[src/rtl/alu_issue_wb_if.sv]
// rtl/alu_issue_wb_if.sv - issue, ALU and writeback signal bundle for alu_issue_wb
interface alu_issue_wb_if #(
    parameter int WIDTH = 16,
    parameter int RA_W  = 3
);
    logic             in_valid;
    logic             in_ready;
    logic [WIDTH-1:0] in_a;
    logic [WIDTH-1:0] in_b;
    logic [3:0]       in_sel;
    logic [RA_W-1:0]  in_dest;
    logic             in_flag_en;

    logic [WIDTH-1:0] alu_a;
    logic [WIDTH-1:0] alu_b;
    logic [3:0]       alu_sel;
    logic [WIDTH-1:0] alu_res;
    logic             alu_v;
    logic             alu_c;
    logic             alu_n;
    logic             alu_z;

    logic             wb_valid;
    logic             wb_ready;
    logic [RA_W-1:0]  wb_dest;
    logic [WIDTH-1:0] wb_data;

    modport slave (
        input  in_valid, in_a, in_b, in_sel, in_dest, in_flag_en,
        output in_ready,
        output alu_a, alu_b, alu_sel,
        input  alu_res, alu_v, alu_c, alu_n, alu_z,
        output wb_valid, wb_dest, wb_data,
        input  wb_ready
    );

    modport master (
        output in_valid, in_a, in_b, in_sel, in_dest, in_flag_en,
        input  in_ready,
        input  alu_a, alu_b, alu_sel,
        output alu_res, alu_v, alu_c, alu_n, alu_z,
        input  wb_valid, wb_dest, wb_data,
        output wb_ready
    );
endinterface

[src/rtl/alu_issue_wb.sv]
// rtl/alu_issue_wb.sv - issue/hold/capture sequencer around a combinational ALU with NZCV status
module alu_issue_wb #(
    parameter int          WIDTH       = 16,
    parameter int          RA_W        = 3,
    parameter int          EXEC_CYCLES = 1,
    // Reset value of the retire counter; left at zero outside bring-up.
    parameter logic [15:0] RETIRE_INIT = 16'h0000
) (
    input  logic          clk,
    input  logic          rst,
    alu_issue_wb_if.slave bus,
    output logic [3:0]    status,
    output logic [15:0]   retire_count
);
    localparam int CNT_W = (EXEC_CYCLES > 1) ? $clog2(EXEC_CYCLES) : 1;
    localparam logic [CNT_W-1:0] CNT_LOAD = CNT_W'(EXEC_CYCLES - 1);

    typedef enum logic [1:0] {
        IDLE = 2'd0,
        EXEC = 2'd1,
        WB   = 2'd2
    } state_t;

    state_t           state;
    logic [CNT_W-1:0] cnt;
    logic [RA_W-1:0]  dest_q;
    logic             flag_en_q;

    always_ff @(posedge clk) begin
        if (rst) begin
            state        <= IDLE;
            cnt          <= '0;
            dest_q       <= '0;
            flag_en_q    <= 1'b0;
            bus.in_ready <= 1'b1;
            bus.wb_valid <= 1'b0;
            bus.alu_a    <= '0;
            bus.alu_b    <= '0;
            bus.alu_sel  <= '0;
            bus.wb_dest  <= '0;
            bus.wb_data  <= '0;
            status       <= 4'b0000;
            retire_count <= RETIRE_INIT;
        end else begin
            case (state)
                IDLE: begin
                    // in_ready is high throughout IDLE, so in_valid alone is the handshake.
                    if (bus.in_valid) begin
                        bus.alu_a    <= bus.in_a;
                        bus.alu_b    <= bus.in_b;
                        bus.alu_sel  <= bus.in_sel;
                        dest_q       <= bus.in_dest;
                        flag_en_q    <= bus.in_flag_en;
                        cnt          <= CNT_LOAD;
                        bus.in_ready <= 1'b0;
                        state        <= EXEC;
                    end
                end
                EXEC: begin
                    if (cnt == '0) begin
                        bus.wb_data  <= bus.alu_res;
                        bus.wb_dest  <= dest_q;
                        if (flag_en_q) begin
                            status <= {bus.alu_n, bus.alu_z, bus.alu_c, bus.alu_v};
                        end
                        bus.wb_valid <= 1'b1;
                        state        <= WB;
                    end else begin
                        cnt <= cnt - 1'b1;
                    end
                end
                WB: begin
                    if (bus.wb_ready) begin
                        retire_count <= retire_count + 16'd1;
                        bus.wb_valid <= 1'b0;
                        bus.in_ready <= 1'b1;
                        state        <= IDLE;
                    end
                end
                default: begin
                    bus.wb_valid <= 1'b0;
                    bus.in_ready <= 1'b1;
                    state        <= IDLE;
                end
            endcase
        end
    end
endmodule

[src/flat_wrapper.sv]
// flat-port wrapper written by rule: the top's interface ports become plain ports
module alu_issue_wb_flat 
#(
    parameter int          WIDTH       = 16,
    parameter int          RA_W        = 3,
    parameter int          EXEC_CYCLES = 1,
                                                                        
    parameter logic [15:0] RETIRE_INIT = 16'h0000
)
  (clk, rst, status, retire_count, bus_in_valid, bus_in_a, bus_in_b, bus_in_sel, bus_in_dest, bus_in_flag_en, bus_in_ready, bus_alu_a, bus_alu_b, bus_alu_sel, bus_alu_res, bus_alu_v, bus_alu_c, bus_alu_n, bus_alu_z, bus_wb_valid, bus_wb_dest, bus_wb_data, bus_wb_ready);
  alu_issue_wb_if #(.WIDTH(WIDTH), .RA_W(RA_W)) bus_i ();
  input  logic clk;
  input  logic rst;
  output logic [3:0] status;
  output logic [15:0] retire_count;
  input wire logic [$bits(bus_i.in_valid)-1:0] bus_in_valid;
  input wire logic [$bits(bus_i.in_a)-1:0] bus_in_a;
  input wire logic [$bits(bus_i.in_b)-1:0] bus_in_b;
  input wire logic [$bits(bus_i.in_sel)-1:0] bus_in_sel;
  input wire logic [$bits(bus_i.in_dest)-1:0] bus_in_dest;
  input wire logic [$bits(bus_i.in_flag_en)-1:0] bus_in_flag_en;
  output wire logic [$bits(bus_i.in_ready)-1:0] bus_in_ready;
  output wire logic [$bits(bus_i.alu_a)-1:0] bus_alu_a;
  output wire logic [$bits(bus_i.alu_b)-1:0] bus_alu_b;
  output wire logic [$bits(bus_i.alu_sel)-1:0] bus_alu_sel;
  input wire logic [$bits(bus_i.alu_res)-1:0] bus_alu_res;
  input wire logic [$bits(bus_i.alu_v)-1:0] bus_alu_v;
  input wire logic [$bits(bus_i.alu_c)-1:0] bus_alu_c;
  input wire logic [$bits(bus_i.alu_n)-1:0] bus_alu_n;
  input wire logic [$bits(bus_i.alu_z)-1:0] bus_alu_z;
  output wire logic [$bits(bus_i.wb_valid)-1:0] bus_wb_valid;
  output wire logic [$bits(bus_i.wb_dest)-1:0] bus_wb_dest;
  output wire logic [$bits(bus_i.wb_data)-1:0] bus_wb_data;
  input wire logic [$bits(bus_i.wb_ready)-1:0] bus_wb_ready;
  assign bus_i.in_valid = bus_in_valid;
  assign bus_i.in_a = bus_in_a;
  assign bus_i.in_b = bus_in_b;
  assign bus_i.in_sel = bus_in_sel;
  assign bus_i.in_dest = bus_in_dest;
  assign bus_i.in_flag_en = bus_in_flag_en;
  assign bus_in_ready = bus_i.in_ready;
  assign bus_alu_a = bus_i.alu_a;
  assign bus_alu_b = bus_i.alu_b;
  assign bus_alu_sel = bus_i.alu_sel;
  assign bus_i.alu_res = bus_alu_res;
  assign bus_i.alu_v = bus_alu_v;
  assign bus_i.alu_c = bus_alu_c;
  assign bus_i.alu_n = bus_alu_n;
  assign bus_i.alu_z = bus_alu_z;
  assign bus_wb_valid = bus_i.wb_valid;
  assign bus_wb_dest = bus_i.wb_dest;
  assign bus_wb_data = bus_i.wb_data;
  assign bus_i.wb_ready = bus_wb_ready;
  alu_issue_wb #(.WIDTH(WIDTH), .RA_W(RA_W), .EXEC_CYCLES(EXEC_CYCLES), .RETIRE_INIT(RETIRE_INIT)) u_core (.clk(clk), .rst(rst), .bus(bus_i), .status(status), .retire_count(retire_count));
endmodule
[config.mk]
export PLATFORM = sky130hd
export DESIGN_NAME = alu_issue_wb_flat
export DESIGN_NICKNAME = d
export VERILOG_FILES = /design/src/rtl/alu_issue_wb_if.sv /design/src/rtl/alu_issue_wb.sv /design/src/flat_wrapper.sv
export SDC_FILE = /design/constraint.sdc
export NUM_CORES = 1
export LEC_CHECK = 0
export CORE_ASPECT_RATIO = 0.8
export CORE_MARGIN = 3
export CORE_UTILIZATION = 41
export DETAILED_ROUTE_END_ITERATION = 10
export PLACE_DENSITY_LB_ADDON = 0.08
export SLEW_MARGIN = 20
export SYNTH_ARGS = -nofsm -noshare
export SYNTH_HDL_FRONTEND = slang
export SYNTH_SLANG_ARGS = --single-unit
[constraint.sdc]
create_clock -name clk -period 1.9 [get_ports clk]
set_input_delay 0.38 -clock clk [delete_from_list [all_inputs] [get_ports clk]]
set_output_delay 0.38 -clock clk [all_outputs]
set_load 0.02 [all_outputs]
==> run summary, run 1 <==
Initial core utilization: 0.432
Critical path's top delay family: buffers and inverters
Maximum VDD drop: 0.000465 V
Fin crit period: 1790 ps
Max incr delay on CP: 640 ps
FF+latch count, synth: 83
First-pass GRT wire length: 13.1 mm
Fin. Hold Viols: 0
DRC Markers: 0
Largest net degree at the start of global routing: 40
Detailed Route Iter0 Violations: 80
Inserted Clock Buffers: 9
Number of library cell types mapped by synthesis: 30
Cell count after synthesis: 376
Die Y: 82.9 um
Top post-synthesis cells by area: dfxtp_1 (55%), nand2_1 (16%), a21oi_1 (12%)
Avg WL per Cell: 13.1 um
Worst Path Required: 1520 ps
Total GRT Usage: 0.192
Vias per inst: 4.89
Gr ovfl total: 0
Max-cap violation count: 0
Worst setup SP type: register
Slew @ Worst Pin: 543 ps
Slowest-stage cell, CP: clkdlybuf4s50_1
Fin crit share: 0.944
Drt total wl: 7.97 mm
CP max FO: 6
Filler cells: 623
Leakage power: 1.75 nW
Storage element area: 0.00166 sq mm
CTS clock-pin slew for the worst setup and hold paths: 80 ps
PwrDens: 758 mW/mm^2
Clock tree buffer depth: 2
Placed wire-length estimate: 5.73 mm
# setup viols final: 0
Skew-Pair Late Insertion Delay: 340 ps
Row cnt: 27
TNS Setup: 0 ps
Ports: 141
Critical Path AT: 1410 ps
Clk_skew: 7.84 ps
Initial antenna violation count: 0
Status: completed
Syn. warnings: 0
F_max: 557 MHz
Leading area contributor after synthesis: dfxtp_1
Max_slew headroom: 0.638
Crit Path Category: reg -> out
Antenna diodes: 0
Post-Synthesis Net Count: 441
Number of max-slew violations in the final report: 0
Critical path cell sequence: clkdlybuf4s50_1
Die X: 102 um
Area of the multi-input gates: 0.00128 sq mm
Syn_area_per_cell: 8.07 sq um
CTS Sinks: 83
Fin util: 0.677
Core ar.: 0.00703 sq mm
WHS: 398 ps
Routability Congestion: 0.789
DR pass1 iterations: 4
Total number of vias: 2980
# nets final: 582
Post-Syn Area: 0.00303 sq mm
CP Buf/Inv Count: 1
Area growth from synthesis to layout: 56.8%
H-tree Lvls: 3
Share of layout cells above drive strength 1: 0.0632
Die area: 0.00847 sq mm
Buffers on Ports: 140
Vias in the first global route: 2714
Routed Antenna Nets: 0
Seq/Total Area, Yosys: 0.548
RSZ-0062 raised after global routing: no
Crit end category: primary output
CTS tree: yes
Synth top area share: 0.548
Clk root buf: clkbuf_8
HP Class: in -> reg
## per-stage QoR
step                      setup slack (ps)  std cells  power [W]  instance area, sq um
after floorplan                        194        376    0.00216                  3030
after global placement                -122        593    0.00250                  4570
after detailed placement              -158        593    0.00251                  4570
after CTS                             39.6        609    0.00366                  4750
after global routing                  25.3        609    0.00379                  4760
final                                  106        609    0.00361                  4760
## flip-flops by register name (all words and copies together) (netlist names), 2 cells and up
name / count
u_core.state: 2
u_core.bus.wb_data: 16
u_core.retire_count: 16
u_core.bus.alu_sel: 4
u_core.bus.alu_b: 16
u_core.dest_q: 3
u_core.bus.alu_a: 16
u_core.bus.wb_dest: 3
u_core.status: 4
## cell type report
class / instances / area share
Timing Repair Buffer: 153 / 0.320
Clock buffer: 12 / 0.0326
Tap cell: 87 / 0.0229
Sequential cell: 83 / 0.349
Clock inverter: 4 / 0.00526
Inverter: 2 / 0.00158
Multi-Input combinational cell: 268 / 0.269
## worst paths after layout
path | start | endpoint | slack (ps) | cells past startpoint
worst min-delay path | rst | u_core.retire_count[7]$_SDFFE_PP0P_ | 400 | 2
worst max-delay path | u_core.retire_count[2]$_SDFFE_PP0P_ | retire_count[2] | 110 | 1
worst min register to register | u_core.bus.wb_data[3]$_SDFFE_PP0P_ | u_core.bus.wb_data[3]$_SDFFE_PP0P_ | 450 | 2
worst max register to register | u_core.state[1]$_SDFFE_PP0P_ | u_core.retire_count[15]$_SDFFE_PP0P_ | 270 | 4
## layer usage
| metal | GRT usage | share of wire | vias up |
|---|---|---|---|
| li1 | - | - | 1513 |
| met1 | 0.242 | 0.44 | 1358 |
| met2 | 0.294 | 0.45 | 100 |
| met3 | 0.0949 | 0.092 | 9 |
| met4 | 0.0489 | 0.013 | 0 |
| met5 | 0 | 0 | - |
## cells by family (layout without fill, tap and decap cells)
group                      after synthesis  count (layout)  share of synthesized area
adders and majority gates                1               1                    0.00412
xor gates and xnor gates                 8               8                     0.0231
and+or+nand+nor                        180             180                      0.258
AOI/OAI and AO/OA                       77              77                      0.129
muxes                                    2               2                    0.00743
buffers and inverters                   25             171                     0.0309
DFF                                     83              83                      0.548
## cells in the mapped netlist
cell type  count
o21ai_0        5
xor2_1         1
a21oi_1       70
inv_1          2
and2_1         1
nand3_1       12
and4b_1        1
nor2_1        13
clkbuf_1      22
buf_1          1
and4_1         2
o21bai_1       1
or4_1          1
or3b_2         1
dfxtp_1       83
mux2_2         2
and3_1         2
and3b_1        1
or3_1          5
nor2b_1        3
nand2_1      129
nor4_1         2
o21a_1         1
xnor2_1        7
nand3b_4       1
and2b_1        1
ha_1           1
nand2b_1       1
nor3_1         3
nand4_1        1
## layout by cell type, fill, tap and decap left out, types with 2 or more instances in the layout
cell,netlist,layout
buf_4,0,11
nor2_1,13,13
nor4_1,2,2
inv_1,2,2
nor3_1,3,3
clkinv_2,0,2
dfxtp_1,83,83
a21oi_1,70,70
buf_12,0,2
nor2b_1,3,3
clkbuf_8,0,11
and3_1,2,2
and4_1,2,2
mux2_2,2,2
nand3_1,12,12
clkdlybuf4s50_1,0,138
nand2_1,129,129
clkinvlp_4,0,2
o21ai_0,5,5
xnor2_1,7,7
or3_1,5,5
## timing repair
item / 4_1_cts / 5_1_grt
hold buffers: 0 / 0
setup buffers: 0 / 0
gates resized for setup: 0 / 1
hold endpoints to repair: 0 / 0
endpoints found under the setup margin: 0 / 1
## where the power goes
part / switching, W / internal [W] / total [W]
registers: 0.0000465 / 0.00182 / 0.00187
clock network: 0.000601 / 0.000542 / 0.00114
logic: 0.000286 / 0.000310 / 0.000596
total: 0.000934 / 0.00267 / 0.00361
Power figures use the tool's default switching activity.
==> inputs of run 2 (changes only) <==
--- a/config.mk
+++ b/config.mk
@@ -9,8 +9,8 @@
 export CORE_MARGIN = 3
 export CORE_UTILIZATION = 41
 export DETAILED_ROUTE_END_ITERATION = 10
+export GPL_TIMING_DRIVEN = 0
 export PLACE_DENSITY_LB_ADDON = 0.08
-export SLEW_MARGIN = 20
 export SYNTH_ARGS = -nofsm -noshare
 export SYNTH_HDL_FRONTEND = slang
 export SYNTH_SLANG_ARGS = --single-unit
==> run 2 against run 1 <==
  * Sequential cell count did not move
  * Clock power is 25% higher
  * Clock skew increased by 3.7 ps
  * Critical path type unchanged
  * Critical endpoint is now retire_count[3]
  * Global-route usage grew 0.68 points
  * Design area rose by 0.50%
  * Via count up 0.60%
  * Sequential share of layout area down 0.17 points
  * Non-clock buffer count grew 10
  * First-iteration DRC count is 5.0% lower
  * Count of clock-buffer cells in the layout unchanged
  * Hold slack better by 57 ps
  * Total power up 7.5%
==> run summary, run 2 (synthesized netlist as in run 1, its figures left out) <==
Routed Antenna Nets: 0
R2R Path End: u_core.bus.alu_a[13]$_SDFFE_PP0P_
Routability Congestion: 0.764
DR pass1 iterations: 5
Slowest-stage cell, CP: clkdlybuf4s50_1
CTS clock-pin slew for the worst setup and hold paths: 90 ps
Total GRT Usage: 0.199
Hold Path Stages: 2
Share of layout cells above drive strength 1: 0.0376
Hold-fix buffers, CTS: 0
Vias in the first global route: 2826
Area of the multi-input gates: 0.00128 sq mm
Placed wire-length estimate: 6.15 mm
Initial antenna violation count: 0
CP Buf/Inv Count: 1
CTS tree: yes
Largest net degree at the start of global routing: 14
Fin crit period: 1820 ps
Leakage power: 1.74 nW
Vias per inst: 4.84
Inserted Clock Buffers: 9
Fin crit share: 0.957
Max incr delay on CP: 650 ps
WHS: 455 ps
Die Y: 82.9 um
Critical path cell sequence: clkdlybuf4s50_1
HP Start: u_core.bus.alu_sel[3]$_SDFFE_PP0P_
Critical path's top delay family: buffers and inverters
First-pass GRT wire length: 13.5 mm
Clk root buf: clkbuf_8
Storage element area: 0.00166 sq mm
R2r setup slk: 150 ps
Skew-Pair Late Insertion Delay: 350 ps
Worst Path Required: 1520 ps
RSZ-0062 raised after global routing: no
Buffers on Ports: 140
Crit end category: primary output
Cell area after layout: 0.00478 sq mm
Crit Path Category: reg -> out
Power, Total: 0.00388 W
Die X: 102 um
DRC Markers: 0
Number of max-slew violations in the final report: 0
RR Startpoint: u_core.state[0]$_SDFFE_PP0P_
Status: completed
F_max: 550 MHz
H-tree Lvls: 3
Fin. Hold Viols: 0
Detailed Route Iter0 Violations: 76
Most frequent cells in the layout: clkdlybuf4s50_1 (138), nand2_1 (129), dfxtp_1 (83), a21oi_1 (70), clkbuf_1 (23)
Row cnt: 27
Worst setup SP type: register
Fin util: 0.680
Initial core utilization: 0.432
Total number of vias: 2998
R2r worst-path depth: 6
Clock tree buffer depth: 2
Core ar.: 0.00703 sq mm
CTS Sinks: 83
Slew @ Worst Pin: 548 ps
Placed instance area: 0.00454 sq mm
Ports: 141
Filler cells: 599
Gr ovfl total: 0
HP Class: reg -> reg
Max_slew headroom: 0.635
Die area: 0.00847 sq mm
Drt total wl: 8.23 mm
Maximum VDD drop: 0.000719 V
Max-cap violation count: 0
Clk_skew: 11.5 ps
PwrDens: 811 mW/mm^2
# setup viols final: 0
Most common cell after layout, fill and taps aside: clkdlybuf4s50_1
# nets final: 592
CP max FO: 7
Hold Path Sink: u_core.bus.alu_sel[3]$_SDFFE_PP0P_
Area growth from synthesis to layout: 57.6%
Antenna diodes: 0
Critical Path AT: 1440 ps
Avg WL per Cell: 13.3 um
[run 2: cell types whose count changed in the layout (fill, tap and decap cells not counted), sizes merged]
cell / delta
clkinvlp: -1
dlymetal6s2s: +1
bufinv: +2
clkbuf: +22
buf: -13
clkinv: -1
[run 2: how the worst max path moves through the flow]
stage	from	end	slack (ps)	cells after the start
after floorplan	u_core.retire_count[2]$_SDFFE_PP0P_	u_core.retire_count[15]$_SDFFE_PP0P_	190	4
after global placement	bus_wb_ready	u_core.retire_count[15]$_SDFFE_PP0P_	-250	5
after detailed placement	bus_wb_ready	u_core.retire_count[15]$_SDFFE_PP0P_	-290	5
after CTS	u_core.retire_count[3]$_SDFFE_PP0P_	retire_count[3]	70	1
after global routing	u_core.retire_count[3]$_SDFFE_PP0P_	retire_count[3]	7	1
final	u_core.retire_count[3]$_SDFFE_PP0P_	retire_count[3]	80	1
[run 2: what timing repair did]
action / in CTS / in global routing
resized for setup: 0 / 3
endpoints found under the hold margin: 0 / 0
endpoints found under the setup margin: 0 / 1
buffers inserted: 0 / 0
[run 2: report_power, final]
group / total (W) / switching [W] / leakage (nW) / internal [W]
clock: 0.00142 / 0.000612 / 0.113 / 0.000811
combinational: 0.000589 / 0.000292 / 0.948 / 0.000298
sequential: 0.00186 / 0.0000458 / 0.677 / 0.00182
[run 2: layout make-up]
class | instances | area share
sequential | 83 | 0.348
timing repair buffer | 140 | 0.294
multi-input combinational | 268 | 0.268
clock buffer | 12 | 0.0325
tap | 87 | 0.0228
buffer | 23 | 0.0181
clock inverter | 4 | 0.0152
inverter | 2 | 0.00157
[run 2: layer usage]
metal,routed length [um],share of wire,vias up,GRT usage
li1,-,-,1535,-
met1,3610,0.44,1353,0.241
met2,3710,0.45,97,0.309
met3,782,0.095,13,0.102
met4,125,0.015,0,0.0560
met5,0,0,-,0
[run 2: per-stage QoR]
stage	instances	setup TNS (ps)	setup slack (ps)
5_1_grt	619	0	6.55
3_3_place_gp	603	-2960	-253
6_report	619	0	82.1
4_1_cts	619	0	68.0
3_5_place_dp	603	-5150	-287
2_1_floorplan	376	0	194
==> inputs of run 3 (changes only) <==
--- a/config.mk
+++ b/config.mk
@@ -7,8 +7,9 @@
 export LEC_CHECK = 0
 export CORE_ASPECT_RATIO = 0.8
 export CORE_MARGIN = 3
-export CORE_UTILIZATION = 41
+export CORE_UTILIZATION = 45
 export DETAILED_ROUTE_END_ITERATION = 10
+export DONT_BUFFER_PORTS = 1
 export GPL_TIMING_DRIVEN = 0
 export PLACE_DENSITY_LB_ADDON = 0.08
 export SYNTH_ARGS = -nofsm -noshare
==> run 3 against run 2 <==
  * Maximum frequency down 1.1%
  * Critical path type is now reg -> reg
  * Final cell count decreased by 23%
  * Via count down 18%
==> run summary, run 3 (synthesized netlist as in run 1, its figures left out) <==
Status: completed
DRC Markers: 0
Routed Antenna Nets: 0
Critical Path AT: 2110 ps
# nets final: 452
Area growth from synthesis to layout: 9.61%
Crit Path Category: reg -> reg
Die Y: 79.4 um
Met2 WL: 3.26 mm
# setup viols final: 0
Row cnt: 26
Placed wire-length estimate: 5.24 mm
Number of max-slew violations in the final report: 0
Ports: 141
Fin. Hold Viols: 0
Total number of vias: 2472
DR pass1 iterations: 4
Leakage power: 1.17 nW
Largest net degree at the start of global routing: 14
Buffers on Ports: 0
Initial antenna violation count: 0
Clock tree buffer depth: 2
CP max FO: 7
F_max: 544 MHz
Vias in the first global route: 2290
Detailed Route Iter0 Violations: 76
Share of layout cells above drive strength 1: 0.0513
HP Class: in -> reg
Routability Congestion: 0.725
Initial core utilization: 0.468
Fin crit share: 0.968
Max_slew headroom: 0.661
Inserted Clock Buffers: 9
RR Startpoint: u_core.retire_count[0]$_SDFFE_PP0P_
CTS clock-pin slew for the worst setup and hold paths: 80 ps
Crit. Startpoint: u_core.retire_count[0]$_SDFFE_PP0P_
Worst Path Required: 2170 ps
Worst setup SP type: register
Vias per inst: 5.22
Die area: 0.00777 sq mm
Dpl cells: 460
Fin cells: 474
Most common cell after layout, fill and taps aside: nand2_1
Max-cap violation count: 0
First-pass GRT wire length: 11.3 mm
TNS Setup: 0 ps
RSZ-0062 raised after global routing: no
Filler cells: 636
H-tree Lvls: 3
HP Start: bus_in_b[3]
Max layer used: met4
Gr ovfl total: 0
Avg WL per Cell: 15.2 um
Die X: 97.8 um
CTS tree: yes
Metal3 WL: 818 um
Clk_skew: 4.70 ps
Hold-fix buffers, CTS: 0
Maximum VDD drop: 0.000486 V
Total GRT Usage: 0.183
Drt total wl: 7.18 mm
Fin crit period: 1840 ps
Skew-Pair Late Insertion Delay: 340 ps
Crit end category: register
Slew @ Worst Pin: 509 ps
Clk root buf: clkbuf_8
CTS Sinks: 83
Met1 WL: 3.06 mm
Antenna diodes: 0
PwrDens: 1020 mW/mm^2
Most frequent cells in the layout: nand2_1 (129), dfxtp_1 (82), a21oi_1 (70), clkbuf_1 (22), nor2_1 (13)
Core ar.: 0.00647 sq mm
-- run 3: changes by cell type in the layout (fill, tap and decap cells not counted), sizes merged --
cell           change
clkbuf             -3
clkdlybuf4s50    -138
clkinv             +2
dlymetal6s2s       -2
bufinv             -1
-- run 3: final timing paths --
check	slack, ps	cells after the start	endpoint
setup / recovery	60	5	u_core.retire_count[12]$_SDFFE_PP0P_
hold / removal	160	2	u_core.bus.alu_b[3]$_SDFFE_PP0P_
setup reg to reg	60	5	u_core.retire_count[12]$_SDFFE_PP0P_
hold reg to reg	450	2	u_core.bus.wb_dest[2]$_SDFFE_PP0P_
-- run 3: where the power goes --
part	total, W	internal [W]	switching (W)
combinational	0.000222	0.0000718	0.000150
sequential	0.00197	0.00182	0.000148
clock	0.00119	0.000590	0.000600
total	0.00338	0.00248	0.000898
-- run 3: through the flow --
stage,power [W],hold WS (ps),setup WS (ps),util,instance area (sq um)
floorplan,0.00216,432,194,-,3030
detailed placement,0.00224,445,15.1,0.485,3140
global placement,0.00223,443,40.2,0.485,3140
CTS,0.00342,143,44.2,0.513,3320
finish,0.00338,161,61.0,0.514,3320
global route,0.00353,139,4.33,0.514,3320
-- run 3: metal layers --
metal / global-route usage / up-vias
li1: - / 1254
met1: 0.224 / 1117
met2: 0.283 / 95
met3: 0.0987 / 6
met4: 0.0429 / 0
met5: 0 / -
-- run 3: timing repair --
action	4_1_cts	5_1_grt
setup buffers	0	0
setup endpoints to repair	1	1
pin swaps	0	0
resized for setup	1	1
-- run 3: layout make-up --
class / count / area [sq um] / area share
Clock inverter: 5 / 56.3 / 0.0169
Sequential cell: 83 / 1660 / 0.500
Inverter: 2 / 7.51 / 0.00226
Buffer: 23 / 86.3 / 0.0260
Clock buffer: 9 / 124 / 0.0373
Tap cell: 84 / 105 / 0.0316
Multi-Input combinational cell: 268 / 1280 / 0.386
-- run 3: critical path, stage by stage, from the launching register on --
cell and delay (ps):
dfxtp_1 540, ha_1 200, and4b_1 280, nand3_1 230
or3_1 360, a21oi_1 150
